**config.mk**
```make
export PLATFORM = sky130hd
export DESIGN_NAME = ifu
export DESIGN_NICKNAME = d
export VERILOG_FILES = /design/src/rtl/ifu.sv
export SDC_FILE = /design/constraint.sdc
export NUM_CORES = 1
export LEC_CHECK = 0
export ABC_CLOCK_PERIOD_IN_PS = 1900
export BUFFER_PORTS_ARGS = -buffer_cell sky130_fd_sc_hd__buf_2
export CORE_ASPECT_RATIO = 0.9
export CORE_UTILIZATION = 44
export DETAILED_ROUTE_END_ITERATION = 16
export GPL_TIMING_DRIVEN = 0
export PLACE_DENSITY = 0.78
export SKIP_LAST_GASP = 1
export SLEW_MARGIN = 10
export SYNTH_ARGS = -nofsm -noshare
export SYNTH_HDL_FRONTEND = slang
export SYNTH_SLANG_ARGS = --single-unit
```
**constraint.sdc**
```tcl
create_clock -name clk -period 1.9 [get_ports clk]
set_input_delay 0.57 -clock clk [delete_from_list [all_inputs] [get_ports clk]]
set_output_delay 0.57 -clock clk [all_outputs]
set_load 0.1 [all_outputs]
```
**src/rtl/ifu.sv**
```systemverilog
// ----------------------------------------------------------------------------
// ifu -- instruction fetch unit
//
// Fetches one instruction at a time from instruction memory. It hands the
// instruction to the decode stage (IDU) and follows control-flow redirects
// from the execute stage.
//
// Ports
//   clk, rst          single clock, synchronous active-high reset
//   redirect_valid    redirect request from EXU (taken branch / jump)
//   redirect_pc       redirect target; bits [1:0] are forced to zero
//   imem_req_valid    fetch request valid (asserted in REQ only)
//   imem_req_addr     fetch address (the current pc)
//   imem_req_ready    memory accepts the request
//   imem_rsp_valid    fetch data valid (only honoured in WAIT)
//   imem_rsp_data     fetched instruction word
//   out_valid         instruction valid toward IDU (asserted in HOLD only)
//   out_instr         held instruction
//   out_pc            pc of the held instruction
//   out_ready         IDU accepts the instruction
//   dbg_state         current FSM state, for debug and checkers
//
// Handshake rule: a transfer happens on a rising edge where valid and ready
// are both 1. The producer keeps valid and payload stable until that edge.
// The consumer may drive ready without looking at valid. Every output is a
// register or is decoded from the state register only, so no input reaches
// an output in the same cycle.
// ----------------------------------------------------------------------------
module ifu #(
    parameter int              XLEN     = 32,
    parameter int              INST_DW  = 32,
    parameter logic [XLEN-1:0] RESET_PC = 32'h8000_0000
) (
    input  logic               clk,
    input  logic               rst,
    input  logic               redirect_valid,
    input  logic [XLEN-1:0]    redirect_pc,
    output logic               imem_req_valid,
    output logic [XLEN-1:0]    imem_req_addr,
    input  logic               imem_req_ready,
    input  logic               imem_rsp_valid,
    input  logic [INST_DW-1:0] imem_rsp_data,
    output logic               out_valid,
    output logic [INST_DW-1:0] out_instr,
    output logic [XLEN-1:0]    out_pc,
    input  logic               out_ready,
    output logic [1:0]         dbg_state
);

    typedef enum logic [1:0] {
        S_IDLE = 2'd0,
        S_REQ  = 2'd1,
        S_WAIT = 2'd2,
        S_HOLD = 2'd3
    } state_e;

    state_e             state_q, state_d;
    logic [XLEN-1:0]    pc_q, pc_d;
    logic               kill_q, kill_d;
    logic [INST_DW-1:0] instr_q, instr_d;
    logic [XLEN-1:0]    out_pc_q, out_pc_d;

    // Redirect targets are word aligned: the low two bits are dropped.
    logic [XLEN-1:0]    redirect_aligned;
    assign redirect_aligned = redirect_pc & ~XLEN'(3);

    always_ff @(posedge clk) begin
        if (rst) begin
            state_q  <= S_IDLE;
            pc_q     <= RESET_PC;
            kill_q   <= 1'b0;
            instr_q  <= '0;
            out_pc_q <= '0;
        end else begin
            state_q  <= state_d;
            pc_q     <= pc_d;
            kill_q   <= kill_d;
            instr_q  <= instr_d;
            out_pc_q <= out_pc_d;
        end
    end

    always_comb begin
        state_d  = state_q;
        pc_d     = pc_q;
        kill_d   = kill_q;
        instr_d  = instr_q;
        out_pc_d = out_pc_q;

        unique case (state_q)
            S_IDLE: begin
                // Redirects are ignored here; the first fetch is always RESET_PC.
                pc_d    = RESET_PC;
                state_d = S_REQ;
            end

            S_REQ: begin
                if (redirect_valid) begin
                    pc_d = redirect_aligned;
                    // A request accepted in this same cycle targets the old pc.
                    // Its response must be thrown away.
                    if (imem_req_ready) begin
                        kill_d  = 1'b1;
                        state_d = S_WAIT;
                    end
                end else if (imem_req_ready) begin
                    state_d = S_WAIT;
                end
            end

            S_WAIT: begin
                if (redirect_valid) begin
                    pc_d = redirect_aligned;
                    if (imem_rsp_valid) begin
                        // The response belongs to the stale path: drop it and
                        // refetch at once.
                        kill_d  = 1'b0;
                        state_d = S_REQ;
                    end else begin
                        kill_d  = 1'b1;
                    end
                end else if (imem_rsp_valid) begin
                    if (kill_q) begin
                        kill_d  = 1'b0;
                        state_d = S_REQ;
                    end else begin
                        instr_d  = imem_rsp_data;
                        out_pc_d = pc_q;
                        state_d  = S_HOLD;
                    end
                end
            end

            S_HOLD: begin
                // A redirect wins over a same-cycle IDU handshake. The held
                // instruction is dropped and pc does not advance past it.
                if (redirect_valid) begin
                    pc_d    = redirect_aligned;
                    state_d = S_REQ;
                end else if (out_ready) begin
                    pc_d    = pc_q + XLEN'(4);
                    state_d = S_REQ;
                end
            end

            default: state_d = S_IDLE;
        endcase
    end

    assign imem_req_valid = (state_q == S_REQ);
    assign imem_req_addr  = pc_q;
    assign out_valid      = (state_q == S_HOLD);
    assign out_instr      = instr_q;
    assign out_pc         = out_pc_q;
    assign dbg_state      = state_q;

endmodule

```
==> results of run 1 <==
[state kept, by name, summed over array words and instances (netlist names)]
| register | flops |
|---|---|
| dbg_state | 2 |
| imem_req_addr | 30 |
| out_instr | 32 |
| out_pc | 30 |
| kill_q | 1 |
[critical path: stages]
cell	delay, ns
buf_2	0.09
buf_2	0.23
nand2b_1	0.14
buf_2	0.24
nor2_1	0.07
a221oi_1	0.46
o211ai_1	0.19
a21oi_1	0.18
[metal layers]
| metal | wire [um] | GRT usage [%] |
|---|---|---|
| met5 | 0 | 0 |
| met4 | 509 | 13.4 |
| met1 | 6100 | 34.3 |
| met2 | 7110 | 45.7 |
| met3 | 1310 | 5.30 |
[worst max path at each step]
stage,cells after the start,endpoint,slack (ns)
6_report,8,dbg_state[1]$_SDFFE_PP0P_,-0.01
5_1_grt,8,dbg_state[1]$_SDFFE_PP0P_,-0.14
4_1_cts,7,imem_req_addr[23]$_SDFFE_PP0P_,-0.08
3_5_place_dp,8,imem_req_addr[23]$_SDFFE_PP0P_,-0.53
3_3_place_gp,8,imem_req_addr[23]$_SDFFE_PP0P_,-0.52
2_1_floorplan,5,imem_req_addr[23]$_SDFFE_PP0P_,-0.20
[metrics by stage]
step	hold slack, ns	utilization (%)	instance area, um2	TNS [ns]
5_1_grt	0.444	63.0	6170	-4.53
3_5_place_dp	0.447	58.1	5690	-32.94
6_report	0.436	63.0	6170	-0.0144
3_3_place_gp	0.439	58.1	5690	-28.59
4_1_cts	0.429	61.8	6050	-0.0821
2_1_floorplan	0.493	-	4710	-0.859
[layout by cell type (no fill, tap or decap), types with 3 or more instances in the layout]
cell type,Yosys,final
nand2_1,148,147
a31oi_1,3,3
a32oi_1,7,7
nand4_1,13,13
nor3_1,9,4
or3_1,4,4
inv_1,14,13
dfxtp_2,0,13
clkbuf_8,0,3
nor2_4,0,3
o21ai_0,20,18
nand3_1,16,14
mux2i_1,4,4
conb_1,1,4
buf_4,4,17
dfxtp_1,95,65
o22ai_1,6,6
nor3_2,1,5
nand2b_1,7,7
xor2_1,7,7
clkbuf_16,0,9
xnor2_1,3,3
a21oi_1,73,73
dfxtp_4,0,17
clkbuf_2,2,11
a22oi_1,13,13
a32o_1,3,3
clkbuf_1,32,9
nor2_1,25,21
o211ai_1,8,8
buf_2,4,170
ha_4,0,3
[repair_timing]
item	CTS	global route
resized for setup	16	31
setup buffers	3	9
gates cloned	0	1
pin swaps	1	5
setup endpoints to repair	83	92
[area by class of cell]
| cell class | count | area [um2] |
|---|---|---|
| fill | 861 | 3620 |
| clock buffer | 9 | 225 |
| sequential | 95 | 1980 |
| buffer | 39 | 226 |
| inverter | 15 | 56.3 |
| clock inverter | 7 | 71.3 |
| timing repair buffer | 175 | 912 |
| multi-input combinational | 431 | 2530 |
| tap | 126 | 158 |
[logic make-up after synthesis]
| kind of cell | count (synthesis) | share of synthesized area [%] |
|---|---|---|
| compound gates | 157 | 21.6 |
| simple gates | 247 | 25.4 |
| buf+inv | 58 | 5.37 |
| mux | 6 | 1.40 |
| xor+xnor | 10 | 1.96 |
| flops | 95 | 42.5 |
| other cells | 1 | 0.0838 |
| fa+ha+maj | 6 | 1.68 |
[power by group through the flow]
stage,Clock (mW),Combinational [mW],Sequential (mW)
4_1_cts,1.85,1.05,2.10
5_1_grt,1.91,1.15,2.12
2_1_floorplan,0,0.457,2.45
6_report,1.82,1.10,2.11
3_3_place_gp,0,1.01,2.14
3_5_place_dp,0,1.03,2.15
==> flow_summary.toml, run 1 <==
[timing]
tightest_slew_ns = 0.627
worst_slew_margin_rel_pct = 58.2
finalHoldViolations = 0
fin_skew_ns = 0.00769
clock.fmax_ghz = 0.522
period_share_pct = 101
drv_slew = 0
post-route-worst-setup-slack_ns = -0.0144
rsz0062_at_grt = "true"
final-setup-viol-count = 1
min_period_ns = 1.91

[cells_and_area]
diodes = 0
drive_above_1_share_pct = 36.7
stdcell_count = 897
area_growth_pct = 37.7
num-nets-final = 842

[clocking]
cts_sinks = 95
cts_buffers = 9
cts_buffer_depth = 2
cts_max_level = 3
clkTransAtPathRegs_ns = 0.07
clock-root-buffer = "clkbuf_16"
holdBufCountCts = 0
tritoncts = "yes"
insertion_delay_ns = 0.34

[run_status]
failed_checks = "negative setup slack"
status = "complete, but fails checks"

[critical_path]
startpoint = "redirect_valid"
crit_required_ns = 2.16
regToRegEndpoint = "out_pc[18]$_SDFFE_PP0P_"
end_kind = "register"
r2r_start = "dbg_state[0]$_SDFFE_PP0P_"
worstPathMaxFanout = 10
rr_worst_depth = 8
cp.arrival_ns = 2.18
critPathKind = "in -> reg"
r2r_setup_slack_ns = 0
worstSetupStartpointType = "input pin"

[synthesis]
synth_most_common_cell = "nand2_1"
synthTopCellsByArea = "dfxtp_1, nand2_1, a21oi_1"
yosysTopAreaCell = "dfxtp_1"
netlist.area_leader.share_pct = 42.5
synth.distinct_cells = 64
synth_seq_cells = 95
synth_async_sr_flop_share_pct = 0
ys.flop_type = "dfxtp_1"
netlist_top_cells_count = "nand2_1, dfxtp_1, a21oi_1"
synth_edf_count = 0
seq_area_frac_synth_pct = 42.5
postSynthAreaPerCell_um2 = 7.72
synthCells = 580
ys_warn_count = 0
synthesis.area_um2 = 4480

[pwr]
power_density_nw_per_um2 = 816
leakagePower_nw = 2.57
swShare_pct = 33.3
power_frac_comb_pct = 21.9
power_frac_seq_pct = 41.9
clkPwrFrac_pct = 36.2
switchingPower_mw = 1.68
ir_drop_mv = 0.620
p_int_mw = 3.36
power_mw = 5.03

[routing]
drc = 0
wl_per_cell_um = 16.8
ant_nets = 0
via_count = 5135
vias_per_cell = 5.72
drtIter0Drc = 395
wl_um = 15000
drtPass1Iterations = 7

[place]
routabilityCongestion = 0.892
dp.cells = 872
dp_hpwl_um = 10600
pre_cts_ws_ns = -0.529
port_buffers = 163

[global_route]
globalRouteOverflowTotal = 0
grt_pass1_vias = 4749
grt_pass1_wl_um = 23000
grt_max_degree = 17
grt_use_total_pct = 27.7
antenna_found_initial = 0

[die]
die_area_um2 = 10600
die_h_um = 97.7
io_pins = 170
num_rows = 34
core-area_um2 = 9780
die_width_um = 108
initial_core_util_pct = 45.8

[min_path]
hold_end = "imem_req_addr[27]$_SDFFE_PP0P_"
hold_depth = 3
hold_start = "redirect_pc[27]"
hold_path_class = "in -> reg"

[flow_run]
maxCapViolations = 0
No activity file was read; power rests on OpenSTA's default activity.
==> run 2, diff against run 1 <==
--- a/config.mk
+++ b/config.mk
@@ -13,2 +13,3 @@
 export GPL_TIMING_DRIVEN = 0
+export HOLD_SLACK_MARGIN = 0.02
 export PLACE_DENSITY = 0.78
--- a/constraint.sdc
+++ b/constraint.sdc
@@ -3,2 +3,2 @@
 set_output_delay 0.57 -clock clk [all_outputs]
-set_load 0.1 [all_outputs]
+set_load 0.02 [all_outputs]
==> run 2 against run 1 <==
- the flow still finishes with violations (negative setup slack)
- global-route usage is 0.76 points lower
- final cell count fell by 0.22%
- sequential share of layout area is 0.76 points lower
- non-clock buffer count down 2
- critical path depth fell by 2
- register-to-register slack hardly changed
- sequential power is essentially flat
- core utilization rose by 0.064 points
- combinational power decreased by 29%
==> flow_summary.toml, run 2 (synthesis results as in run 1) <==
[run_status]
status = "complete, but fails checks"
failed_checks = "negative setup slack"

[timing]
tightest_slew_ns = 0.542
worst_slew_margin_rel_pct = 63.9
fin_skew_ns = 0.00759
clock.fmax_ghz = 0.525
period_share_pct = 100
fin_setup_tns_ns = -0.00903
finalHoldViolations = 0
drv_slew = 0
post-route-worst-setup-slack_ns = -0.00489
min_period_ns = 1.90
rsz0062_at_grt = "true"
final-setup-viol-count = 2

[die]
num_rows = 34
die_area_um2 = 10600
die_width_um = 108
initial_core_util_pct = 45.8
die_h_um = 97.7
core-area_um2 = 9780
io_pins = 170

[clocking]
cts_buffers = 9
holdBufCountCts = 0
insertion_delay_ns = 0.34
cts_sinks = 95
cts_buffer_depth = 2
clkTransAtPathRegs_ns = 0.06
clock-root-buffer = "clkbuf_16"
tritoncts = "yes"
cts_max_level = 3

[critical_path]
critical_path.max_stage_delay_ns = 0.63
regToRegEndpoint = "imem_req_addr[30]$_SDFFE_PP0P_"
critPathKind = "reg -> reg"
end_kind = "register"
r2r_start = "imem_req_addr[4]$_SDFFE_PP0P_"
cp_top_family = "simple AND/OR/NAND/NOR gates"
rr_worst_depth = 6
crit_required_ns = 2.13
slowest_stage = "or4_4"
cp_cell_sequence = "buf_6 > nand4_4 > or4_4 > nor3_4 > a31oi_1 > o22a_1"
r2r_setup_slack_ns = -0.005
path_buf_inv = 1
worstSetupStartpointType = "register"
worstPathMaxFanout = 5
cp.arrival_ns = 2.13

[place]
pre_cts_ws_ns = -0.647
port_buffers = 163
routabilityCongestion = 0.887
dp_hpwl_um = 10400
placed_area_um2 = 5480

[routing]
drtPass1Iterations = 6
via_count = 5102
vias_per_cell = 5.70
drc = 0
wl_um = 14800
ant_nets = 0
wl_per_cell_um = 16.5
drtIter0Drc = 510

[min_path]
hold_path_class = "reg -> reg"
hold_end = "out_pc[27]$_SDFFE_PP0P_"
hold_start = "out_pc[27]$_SDFFE_PP0P_"
hold_depth = 2

[pwr]
clkPwrFrac_pct = 39.0
p_int_mw = 3.44
power_frac_comb_pct = 16.5
switchingPower_mw = 1.32
power_mw = 4.76
power_frac_seq_pct = 44.5
swShare_pct = 27.7
leakagePower_nw = 2.60
ir_drop_mv = 0.523
power_density_nw_per_um2 = 771

[global_route]
grt_use_total_pct = 26.9
grt_pass1_wl_um = 22500
grt_max_degree = 16
globalRouteOverflowTotal = 0
antenna_found_initial = 0
grt_pass1_vias = 4644

[cells_and_area]
largest_register_ffs = 32
drive_above_1_share_pct = 35.2
area_growth_pct = 37.9
final_common_cell = "buf_2"
diodes = 0
final_cell_mix = "buf_2, nand2_1, dfxtp_1"
fin_area_um2 = 6170
num-nets-final = 840
final_util_pct = 63.1

[flow_run]
maxCapViolations = 0
[run 2: cell types whose count changed in the layout (fill, tap and decap cells not counted), sizes merged]
cell    change
clkinv      -2
clkbuf      +1
inv         -1
[run 2: power by group through the flow]
| stage | Combinational [mW] | Sequential [mW] | Clock (mW) |
|---|---|---|---|
| finish | 0.785 | 2.12 | 1.86 |
| global route | 0.837 | 2.12 | 1.97 |
| CTS | 0.723 | 2.11 | 1.89 |
| detailed placement | 0.662 | 2.15 | 0 |
| global placement | 0.648 | 2.15 | 0 |
| floorplan | 0.361 | 2.19 | 0 |
[run 2: metrics by stage]
step / instances / hold slack, ns
2_1_floorplan: 583 / 0.493
6_report: 895 / 0.455
4_1_cts: 887 / 0.451
5_1_grt: 895 / 0.464
3_3_place_gp: 872 / 0.439
3_5_place_dp: 872 / 0.447
[run 2: worst max-delay path by stage]
stage                              startpoint                        endpoint  slack [ns]  cells past startpoint
5_1_grt         imem_req_addr[4]$_SDFFE_PP0P_  imem_req_addr[30]$_SDFFE_PP0P_       -0.07                      6
6_report        imem_req_addr[4]$_SDFFE_PP0P_  imem_req_addr[30]$_SDFFE_PP0P_      -0.005                      6
3_3_place_gp        dbg_state[0]$_SDFFE_PP0P_  imem_req_addr[25]$_SDFFE_PP0P_       -0.58                      7
2_1_floorplan       dbg_state[0]$_SDFFE_PP0P_  imem_req_addr[23]$_SDFFE_PP0P_       -0.04                      7
3_5_place_dp        dbg_state[0]$_SDFFE_PP0P_  imem_req_addr[18]$_SDFFE_PP0P_       -0.65                      7
4_1_cts        imem_req_addr[13]$_SDFFE_PP0P_  imem_req_addr[31]$_SDFFE_PP1P_       -0.02                      5
[run 2: routing by layer]
layer	GRT usage, %	wire (um)	vias to the layer above
met1	34.3	6180	2337
met5	0	0	-
met3	5.90	1400	44
met4	10.1	391	0
met2	44.2	6810	313
li1	-	-	2408
[run 2: layout make-up]
class | count | area, um2
inverter | 15 | 56.3
buffer | 39 | 246
tap | 126 | 158
multi-input combinational | 431 | 2570
sequential | 95 | 1940
clock buffer | 12 | 256
clock inverter | 4 | 53.8
fill | 861 | 3610
timing repair buffer | 173 | 895
[run 2: worst reg2reg max path, delay by kind of cell, from the launching register on]
| kind | cells | cell delay (ns) |
|---|---|---|
| AO/OA/AOI/OAI | 2 | 0.33 |
| AND/OR/NAND/NOR | 3 | 1.02 |
| flip-flops | 1 | 0.34 |
| buffers and inverters | 1 | 0.12 |
[run 2: timing repair]
item	in CTS	in global routing
pin swaps	1	8
buffers inserted	1	9
resized for setup	42	75
setup endpoints to repair	90	91
cloned	0	1
